$ cat src/rtl/jpeg_stream_packer.sv
// jpeg_stream_packer: output sink for the JPEG encoder bitstream.
// The encoder's 32-bit words go through a one-word write stage, then a FIFO.
// They are sent out again as an MSB-first ready/valid byte-lane stream.
// The final partial word is padded with 1s in its last valid byte.
// Optional feature macro: JPEG_EOI_APPEND_EN appends the 0xFF,0xD9 EOI marker
// after the last entry and moves out_last onto it.
// Handshake: a beat transfers on a rising edge where out_valid && out_ready.
// While stalled, out_data/out_keep/out_last hold, and out_valid only drops
// after a transfer or on reset.
module jpeg_stream_packer #(
    parameter int IN_W  = 32,
    parameter int OUT_W = 8,
    parameter int DEPTH = 16,
    parameter int CNT_W = 5
) (
    input  logic                   clk,
    input  logic                   rst,
    input  logic [IN_W-1:0]        in_data,
    input  logic                   in_valid,
    input  logic [CNT_W-1:0]       eof_count,
    input  logic                   eof_partial,
    output logic [OUT_W-1:0]       out_data,
    output logic [OUT_W/8-1:0]     out_keep,
    output logic                   out_last,
    output logic                   out_valid,
    input  logic                   out_ready,
    output logic [$clog2(DEPTH):0] fill_level,
    output logic                   ovf_err,
    output logic                   proto_err
);
    localparam int LANES = OUT_W / 8;
    localparam int IN_B  = IN_W / 8;
    localparam int AW    = $clog2(DEPTH);
    localparam int NB_W  = $clog2(IN_B + 1);
    localparam logic [AW:0]   FULL_LVL = {1'b1, {AW{1'b0}}};
    localparam logic [AW:0]   CNT_ONE  = {{AW{1'b0}}, 1'b1};
    localparam logic [AW-1:0] PTR_ONE  = {{(AW-1){1'b0}}, 1'b1};

    typedef enum logic [1:0] {
        S_IDLE = 2'd0,
        S_EMIT = 2'd1
`ifdef JPEG_EOI_APPEND_EN
        , S_TAIL = 2'd2
`endif
    } state_t;

    state_t state, state_nx;

    // Write stage: the registered word with its padding and byte count applied.
    logic            w_valid, w_last;
    logic [IN_W-1:0] w_data, pad_data;
    logic [NB_W-1:0] w_nb, pad_nb;

    // FIFO storage. The head entry stays counted until its final beat is accepted.
    logic [IN_W-1:0] mem_data [DEPTH];
    logic [NB_W-1:0] mem_nb   [DEPTH];
    logic            mem_last [DEPTH];
    logic [AW-1:0]   wr_ptr, rd_ptr, nx_ptr;
    logic [AW:0]     count;
    logic            push, pop;

    // Shift register holding the entry being emitted.
    logic [IN_W-1:0] sh_data;
    logic [NB_W-1:0] sh_rem;
    logic            sh_last;
    logic            beat_final, load_head, load_next, shift_beat;
`ifdef JPEG_EOI_APPEND_EN
    logic            tail_idx, tail_final;
    logic [OUT_W+15:0] eoi_word;
    assign eoi_word   = {16'hFFD9, {OUT_W{1'b0}}};
    assign tail_final = (LANES > 1) || tail_idx;
`endif

    assign nx_ptr     = rd_ptr + PTR_ONE;
    assign fill_level = count;
    assign beat_final = (sh_rem <= NB_W'(LANES));
    // A pop in the same cycle frees the slot a full FIFO would otherwise refuse.
    assign push       = w_valid && ((count != FULL_LVL) || pop);

    // Byte count and 1-padding of the final partial word's last valid byte.
    always_comb begin
        pad_nb   = NB_W'((int'(eof_count) + 7) / 8);
        pad_data = in_data;
        for (int i = 0; i < IN_W; i++) begin
            if ((i < IN_W - int'(eof_count)) && (i >= IN_W - 8 * int'(pad_nb)))
                pad_data[i] = 1'b1;
        end
    end

    // Capture the incoming word. A partial word wins over a full word in the same cycle.
    always_ff @(posedge clk or posedge rst) begin
        if (rst) begin
            w_valid   <= 1'b0;
            w_data    <= '0;
            w_nb      <= '0;
            w_last    <= 1'b0;
            proto_err <= 1'b0;
        end else begin
            w_valid <= in_valid | eof_partial;
            if (eof_partial) begin
                w_data <= pad_data;
                w_nb   <= pad_nb;
                w_last <= 1'b1;
            end else begin
                w_data <= in_data;
                w_nb   <= NB_W'(IN_B);
                w_last <= 1'b0;
            end
            if (in_valid && eof_partial)
                proto_err <= 1'b1;
        end
    end

    // FIFO storage write.
    always_ff @(posedge clk) begin
        if (push) begin
            mem_data[wr_ptr] <= w_data;
            mem_nb[wr_ptr]   <= w_nb;
            mem_last[wr_ptr] <= w_last;
        end
    end

    // FIFO pointers, occupancy and the sticky overflow flag.
    always_ff @(posedge clk or posedge rst) begin
        if (rst) begin
            wr_ptr  <= '0;
            rd_ptr  <= '0;
            count   <= '0;
            ovf_err <= 1'b0;
        end else begin
            if (push)
                wr_ptr <= wr_ptr + PTR_ONE;
            if (pop)
                rd_ptr <= nx_ptr;
            case ({push, pop})
                2'b10:   count <= count + CNT_ONE;
                2'b01:   count <= count - CNT_ONE;
                default: count <= count;
            endcase
            if (w_valid && !push)
                ovf_err <= 1'b1;
        end
    end

    // FSM state register.
    always_ff @(posedge clk or posedge rst) begin
        if (rst)
            state <= S_IDLE;
        else
            state <= state_nx;
    end

    // Next-state and datapath strobes. On an entry's final beat, the next entry loads directly.
    always_comb begin
        state_nx   = state;
        load_head  = 1'b0;
        load_next  = 1'b0;
        shift_beat = 1'b0;
        pop        = 1'b0;
        case (state)
            S_IDLE: begin
                if (count != '0) begin
                    load_head = 1'b1;
                    state_nx  = S_EMIT;
                end
            end
            S_EMIT: begin
                if (out_ready) begin
                    if (!beat_final) begin
                        shift_beat = 1'b1;
                    end else begin
                        pop = 1'b1;
                        if (sh_last) begin
`ifdef JPEG_EOI_APPEND_EN
                            state_nx = S_TAIL;
`else
                            state_nx = S_IDLE;
`endif
                        end else if (|count[AW:1]) begin
                            load_next = 1'b1;
                        end else begin
                            state_nx = S_IDLE;
                        end
                    end
                end
            end
`ifdef JPEG_EOI_APPEND_EN
            S_TAIL: begin
                if (out_ready && tail_final)
                    state_nx = S_IDLE;
            end
`endif
            default: state_nx = S_IDLE;
        endcase
    end

    // Shift register load and advance.
    always_ff @(posedge clk or posedge rst) begin
        if (rst) begin
            sh_data <= '0;
            sh_rem  <= '0;
            sh_last <= 1'b0;
        end else if (load_head) begin
            sh_data <= mem_data[rd_ptr];
            sh_rem  <= mem_nb[rd_ptr];
            sh_last <= mem_last[rd_ptr];
        end else if (load_next) begin
            sh_data <= mem_data[nx_ptr];
            sh_rem  <= mem_nb[nx_ptr];
            sh_last <= mem_last[nx_ptr];
        end else if (shift_beat) begin
            sh_data <= sh_data << OUT_W;
            sh_rem  <= sh_rem - NB_W'(LANES);
        end
    end

`ifdef JPEG_EOI_APPEND_EN
    // Tracks which EOI byte is presented when the lane is a single byte.
    always_ff @(posedge clk or posedge rst) begin
        if (rst)
            tail_idx <= 1'b0;
        else if (state == S_TAIL && out_ready)
            tail_idx <= !tail_final;
    end
`endif

    // Beat outputs decoded from state and shift register.
    always_comb begin
        out_valid = 1'b0;
        out_data  = '0;
        out_keep  = '0;
        out_last  = 1'b0;
        case (state)
            S_EMIT: begin
                out_valid = 1'b1;
                out_data  = sh_data[IN_W-1 -: OUT_W];
                for (int k = 0; k < LANES; k++)
                    out_keep[LANES-1-k] = (int'(sh_rem) > k);
`ifdef JPEG_EOI_APPEND_EN
                out_last = 1'b0;
`else
                out_last = beat_final & sh_last;
`endif
            end
`ifdef JPEG_EOI_APPEND_EN
            S_TAIL: begin
                out_valid = 1'b1;
                out_data  = tail_idx ? eoi_word[OUT_W+7 -: OUT_W] : eoi_word[OUT_W+15 -: OUT_W];
                for (int k = 0; k < LANES; k++)
                    out_keep[LANES-1-k] = (k < 2);
                out_last = tail_final;
            end
`endif
            default: ;
        endcase
    end
endmodule

$ cat config.mk
export PLATFORM = sky130hd
export DESIGN_NAME = jpeg_stream_packer
export DESIGN_NICKNAME = d
export VERILOG_FILES = /design/src/rtl/jpeg_stream_packer.sv
export SDC_FILE = /design/constraint.sdc
export NUM_CORES = 1
export LEC_CHECK = 0
export ABC_AREA = 1
export ABC_CLOCK_PERIOD_IN_PS = 9400
export BUFFER_PORTS_ARGS = -buffer_cell sky130_fd_sc_hd__buf_4
export CAP_MARGIN = 20
export CORE_MARGIN = 2
export CORE_UTILIZATION = 30
export DETAILED_ROUTE_END_ITERATION = 10
export PLACE_DENSITY_LB_ADDON = 0.08
export SYNTH_ARGS = -nofsm -noshare
export SYNTH_HDL_FRONTEND = slang
export SYNTH_SLANG_ARGS = --single-unit
$ cat constraint.sdc
create_clock -name clk -period 9.4 [get_ports clk]
set_input_delay 1.41 -clock clk [delete_from_list [all_inputs] [get_ports clk]]
set_output_delay 1.41 -clock clk [all_outputs]
set_load 0.03 [all_outputs]
---- Word level (Yosys, flattened, before mapping) ----
Memory sizes are Yosys's and may differ from the RTL's.
Cells that the tools add are included.
storage, ports and cells
  register bits ........................... 90
  bits in writable memories ............... 576
  bits of input ports ..................... 42
  output and inout bits ................... 18
  logic and storage cells ................. 216
  memories ................................ 3
cells by class
  add/sub/neg operators ................... 9
  $lt $le $gt $ge ......................... 66
  eq/ne operators ......................... 8
  mux-type cells .......................... 69
  bitwise operators ....................... 3
  reduce and logical (&&, ||, !) cells .... 45
memories
  memory    words  bits a word  read ports  clocked after Yosys merged registers in  wr ports  line  source
  mem_data  16     32           2           0                                        1         55    logic [IN_W-1:0] mem_data [DEPTH];
  mem_nb    16     3            2           0                                        1         56    logic [NB_W-1:0] mem_nb [DEPTH];
  mem_last  16     1            2           0                                        1         57    logic mem_last [DEPTH];
operators by type and width
  kind                                                                         number
  32-bit 2-to-1 mux                                                            4
  6-bit by 7-bit >= comparator with 1-bit output, first input constant         16
  6-bit by 7-bit less-than comparator with 1-bit output, first input constant  16
  5-bit by 7-bit >= comparator with 1-bit output, first input constant         8
  5-bit by 7-bit less-than comparator with 1-bit output, first input constant  8
  1-bit 2-to-1 mux                                                             53
  1-bit logical AND                                                            35
  4-bit by 7-bit >= comparator with 1-bit output, first input constant         4
  4-bit by 7-bit less-than comparator with 1-bit output, first input constant  4
  3-bit by 7-bit >= comparator with 1-bit output, first input constant         2
  3-bit by 7-bit less-than comparator with 1-bit output, first input constant  2
  3-bit 2-to-1 mux                                                             4
  2-bit 2-to-1 mux                                                             5
  5-bit one-hot mux with 2 select lines                                        1
  4-bit by 1-bit adder with 4-bit output, second input constant                2
  8-bit 2-to-1 mux                                                             1
  1-bit by 7-bit >= comparator with 1-bit output, first input constant         1
  2-bit by 7-bit >= comparator with 1-bit output, first input constant         1
  1-bit by 7-bit less-than comparator with 1-bit output, first input constant  1
  2-bit by 7-bit less-than comparator with 1-bit output, first input constant  1
  6-bit by 5-bit subtractor with 7-bit output, first input constant            1
  6-bit by 6-bit subtractor with 7-bit output, first input constant            1
  5-bit by 3-bit adder with 6-bit output, second input constant                1
  2-bit != test, second input constant                                         3
  23 further kinds                                                             25

---- Logic depth before layout (Yosys ltp) ----
  depth after elaboration ................. 9
  mapped depth ............................ 18

---- Least setup slack after synthesis ----
OpenSTA, ideal clock, no wires.
  path type ............................... input-to-reg
  start point ............................. input out_ready
  end point ............................... memory mem_data[11][0] (enable)
  library setup time ...................... 0.429 ns
  arrival time ............................ 3.548 ns
  setup slack ............................. 5.422 ns
  stages on the path ...................... 8
  buffers on the path ..................... 0
  path through ............................ nand2_1 > inv_1 > nand2_1 > nand4_1 > nand2_1 > inv_1 > nand2_1 > nor2_1
between the ends
  word-level cells in the longest chain between the ends .. 6
ends and longest elaborated chain
  element                                 line  source
  from (decl)                             26    input logic out_ready,
  1-bit 2-to-1 mux                        168   if (out_ready) begin
  1-bit 2-to-1 mux                        160   case (state)
  1-bit logical OR                        78    assign push = w_valid && ((count != FULL_LVL) || pop);
  1-bit logical AND                       78
  1-bit 2-to-1 mux                        116   if (push) begin
  1-bit 2-to-1 mux (implied by the code)  117   mem_data[wr_ptr] <= w_data;
  to (decl)                               55
Every way passes these cells.

---- Final worst setup path ----
  start point ............................. register rd_ptr[1]
  end point ............................... register sh_data[19]
between the ends
  word-level cells in the longest chain between the ends .. 4
ends and longest elaborated chain
  element                                 line  source
  from (decl)                             58    logic [AW-1:0] wr_ptr, rd_ptr, nx_ptr;
  from (signal assigned)                  134   rd_ptr <= nx_ptr;
  4-bit by 1-bit adder with 4-bit output  74    assign nx_ptr = rd_ptr + PTR_ONE;
  named net nx_ptr[1]                     58
  memory 16 x 32 bit                      n/a
  32-bit 2-to-1 mux                       207   end else if (load_next) begin
  32-bit 2-to-1 mux                       203   end else if (load_head) begin
  to (signal assigned)                    204   sh_data <= mem_data[rd_ptr];
  to (signal assigned)                    208   sh_data <= mem_data[nx_ptr];
  to (signal assigned)                    212   sh_data <= sh_data << OUT_W;
  to (decl)                               63    logic [IN_W-1:0] sh_data;
The timed path passes the listed nets, and every way through them passes these cells.
A chain may end at the register's enable or synchronous reset.

==> results.md <==
* Tcrit/Tclk final at 0.4292
* Worst Slack Setup Final at 5.365 ns
* Pre-CTS setup slack at between 4 and 5 ns
* Number of global-route vias before repair at around 27000
* Worst-Margin Slew at between 1 and 1.5 ns
* Synth Area in Compound Gates at 0.05472
* WL final at 127100 µm
* Vias per cell at approximately 5.0
* Hold path start: proto_err
* F_max at between 200 and 250 MHz
* RSZ-0062 raised after global routing: false
* Post_cts resized at 0
* DIE AREA at 0.1170 mm²
* Multiplexer share of the synthesized area at 0
* Synth Cell Area at 0.03430 mm²
* # Post-CTS Setup Buffers at 0
* Initial drt markers at approximately 2100
* Clk_skew at 0.02298 ns
* Largest net degree at the start of global routing at roughly 230
* Crit path max fanout at between 50 and 60
* Mapped Cells at around 4000
* Initial Util at 0.3012
* Initial antenna violation count at 3
* Slew Limit Fails at 0
* Setup_tns at 0 ns
* Routed via count at approximately 27000
* ANT nets after route at 0
* Final setup fails at 0
* Ports at 60
* Kind of critical path: flop to flop
* Syn Nets at roughly 4100
* Total grt overflow at 0
* Area grow syn2layout at 13.86%
* Gpl congestion at ~0.81
* IO Port Bufs at 59
* R2R setup slack at roughly 5.4 ns
* Reg2reg path depth at 11
* Run status: completed
* Residual DRC count at 0
* Power per cell area at 358.4 mW/mm²
* Clock Pin Slew Worst Setup and Hold Paths at roughly 0.06 ns
* # rows at roughly 120
* Syn Area/Cell at about 8.6 µm²
* Largest family of logic cells by synthesized area: simple AND/OR/NAND/NOR gates
* Post-synthesis xor/xnor area fraction at 0.003502
* Yosys reg bits at approximately 670
* Worst vdd ir at around 0.00035 V
* Average wire per standard cell at around 23 µm
* Startpoint Class: flop
* Yosys Warn Count at 0
* Adder-Cell Fraction of Synth Area at 0.005326
* Clock latency at the later pin of the worst-skew pair at ~0.66 ns
* Worst hold path depth at 1
* TritonCTS Buffers at 83
* Commonest non-fill, non-tap cell in the layout: nand2_1
* HP Class: flop to flop
* Total GRT Usage at 0.2177
* Hold buffers post-CTS at 0
* Total power at about 14000 µW
* Drt pass-1 iters at 5
* Commonest cells after routing, fill and taps aside: 1200 x nand2_1, 866 x nand3_1, 576 x edfxtp_1
* Filler instances at 11880
* Core area at about 0.11 mm²
* Dpl hpwl at slightly below 70000 µm
* R2R Path End: sh_data[19]
* Total Nets Final at about 4000
* Layout cell share with drive strength beyond 1 at 0.07004
* Clk Tree Root Cell: clkbuf_16
* Worst EP required at about 10 ns
* Final count of hold timing violations at 0
* Period minus WS final at 4.035 ns
* Die Wd at 342.1 µm
* # Max-Cap Violations at 0
* Die height at 342.1 µm
* WP data arrival at 4.63 ns
* Htree depth at 3
* P_leak at 0.01658 µW
* Netlist cell types at 31
* Worst Hold End: proto_err
* Synth Area in Simple Gates at 0.2710
* Global-route wire length before repair at between 150000 and 200000 µm
* Clock sink total at 665
* Worst slew margin at 0.2410
* Crit. End Element: flop
* Final Core Density at 0.3429
* Reg-to-Reg Start: rd_ptr[1]
* CTS tree: done
* Clock Tree Buf Depth at 3
* Post-synthesis sequential area ratio at 0.5692
## worst max-delay path, stage by stage (launching register included)
cell     delay [ns]
dfrtp_4        0.71
ha_4           0.67
buf_4          0.71
buf_4          0.83
nand3_1        0.16
nand3_1        0.11
nand3_1        0.15
nand2_1        0.14
nand2_1        0.06
nand3_1        0.16
nand2_1        0.06
inv_1          0.05
## layout make-up
type	count	area (µm²)	area share
antenna	1	2.502	0.00006408
clock buffer	126	2482	0.06357
clock inverter	30	429.2	0.01099
inverter	577	2193	0.05617
multi-input combinational	2515	11640	0.2981
sequential	665	19540	0.5003
tap	1512	1892	0.04845
timing repair buffer	113	873.3	0.02236
## state kept, by name, indices dropped and copies added, names as in the netlist
register    count
w_nb            3
mem_data      512
sh_rem          3
mem_last       16
mem_nb         48
fill_level      5
sh_data        32
w_valid         1
wr_ptr          4
sh_last         1
w_data         32
proto_err       1
ovf_err         1
rd_ptr          4
state           1
w_last          1
## stage by stage
stage	cell area (µm²)	hold WS [ns]	std cells
after floorplan	34300	0.4600	4010
after global placement	36120	0.4440	5381
after detailed placement	36140	0.4480	5382
after CTS	39050	0.4636	5538
after global routing	39050	0.5054	5538
final	39050	0.4545	5539
## logic make-up after synthesis
logic type,after synthesis
AOI/OAI and AO/OA,313
buffers and inverters,830
xor gates and xnor gates,12
DFF,665
and+or+nand+nor,2176
adders and majority gates,14
## Yosys cell counts, drive strengths merged
cell type	number	area (µm²)
dfrtp	89	2227
inv	576	2162
nand3b	2	15.01
nor2	97	371.6
buf	157	772.0
o211ai	92	690.7
a21oi	72	360.4
ha	13	162.7
o21ai	119	599.3
a31o	1	8.760
or2	1	6.260
nand4	4	25.02
edfxtp	576	17300
nor3	5	36.29
a21o	2	15.01
xor2	11	103.9
xnor2	1	16.27
clkinv	1	3.750
fa	1	20.02
nand2	1201	4508
nand3	866	4334
clkbuf	96	360.4
o21bai	27	202.7
## report_power, final
group | leakage [µW] | switching, µW | internal, µW
Combinational | 0.00892 | 4710 | 1750
Clock | 0.00143 | 1320 | 2100
Sequential | 0.00623 | 361 | 3750
## how the worst max path moves through the flow
stage                   start         endpoint  slack (ns)  depth (start not counted)
floorplan           out_ready  mem_data[11][0]        5.42                          8
global placement    out_ready   mem_data[3][7]        4.80                         10
detailed placement  out_ready  mem_data[2][20]        4.98                         10
CTS                 rd_ptr[1]      sh_data[19]        5.39                         11
global route        rd_ptr[1]      sh_data[19]        5.27                         11
finish              rd_ptr[1]      sh_data[19]        5.37                         11
## routing by layer
| layer | up-vias | global-route usage | share of wire |
|---|---|---|---|
| met5 | - | 0 | 0 |
| met4 | 0 | 0.05263 | 0.022 |
| met3 | 164 | 0.02447 | 0.041 |
| met2 | 709 | 0.3643 | 0.47 |
| met1 | 13490 | 0.3008 | 0.46 |
| li1 | 13120 | - | - |
No activity file was read; power rests on OpenSTA's default activity.
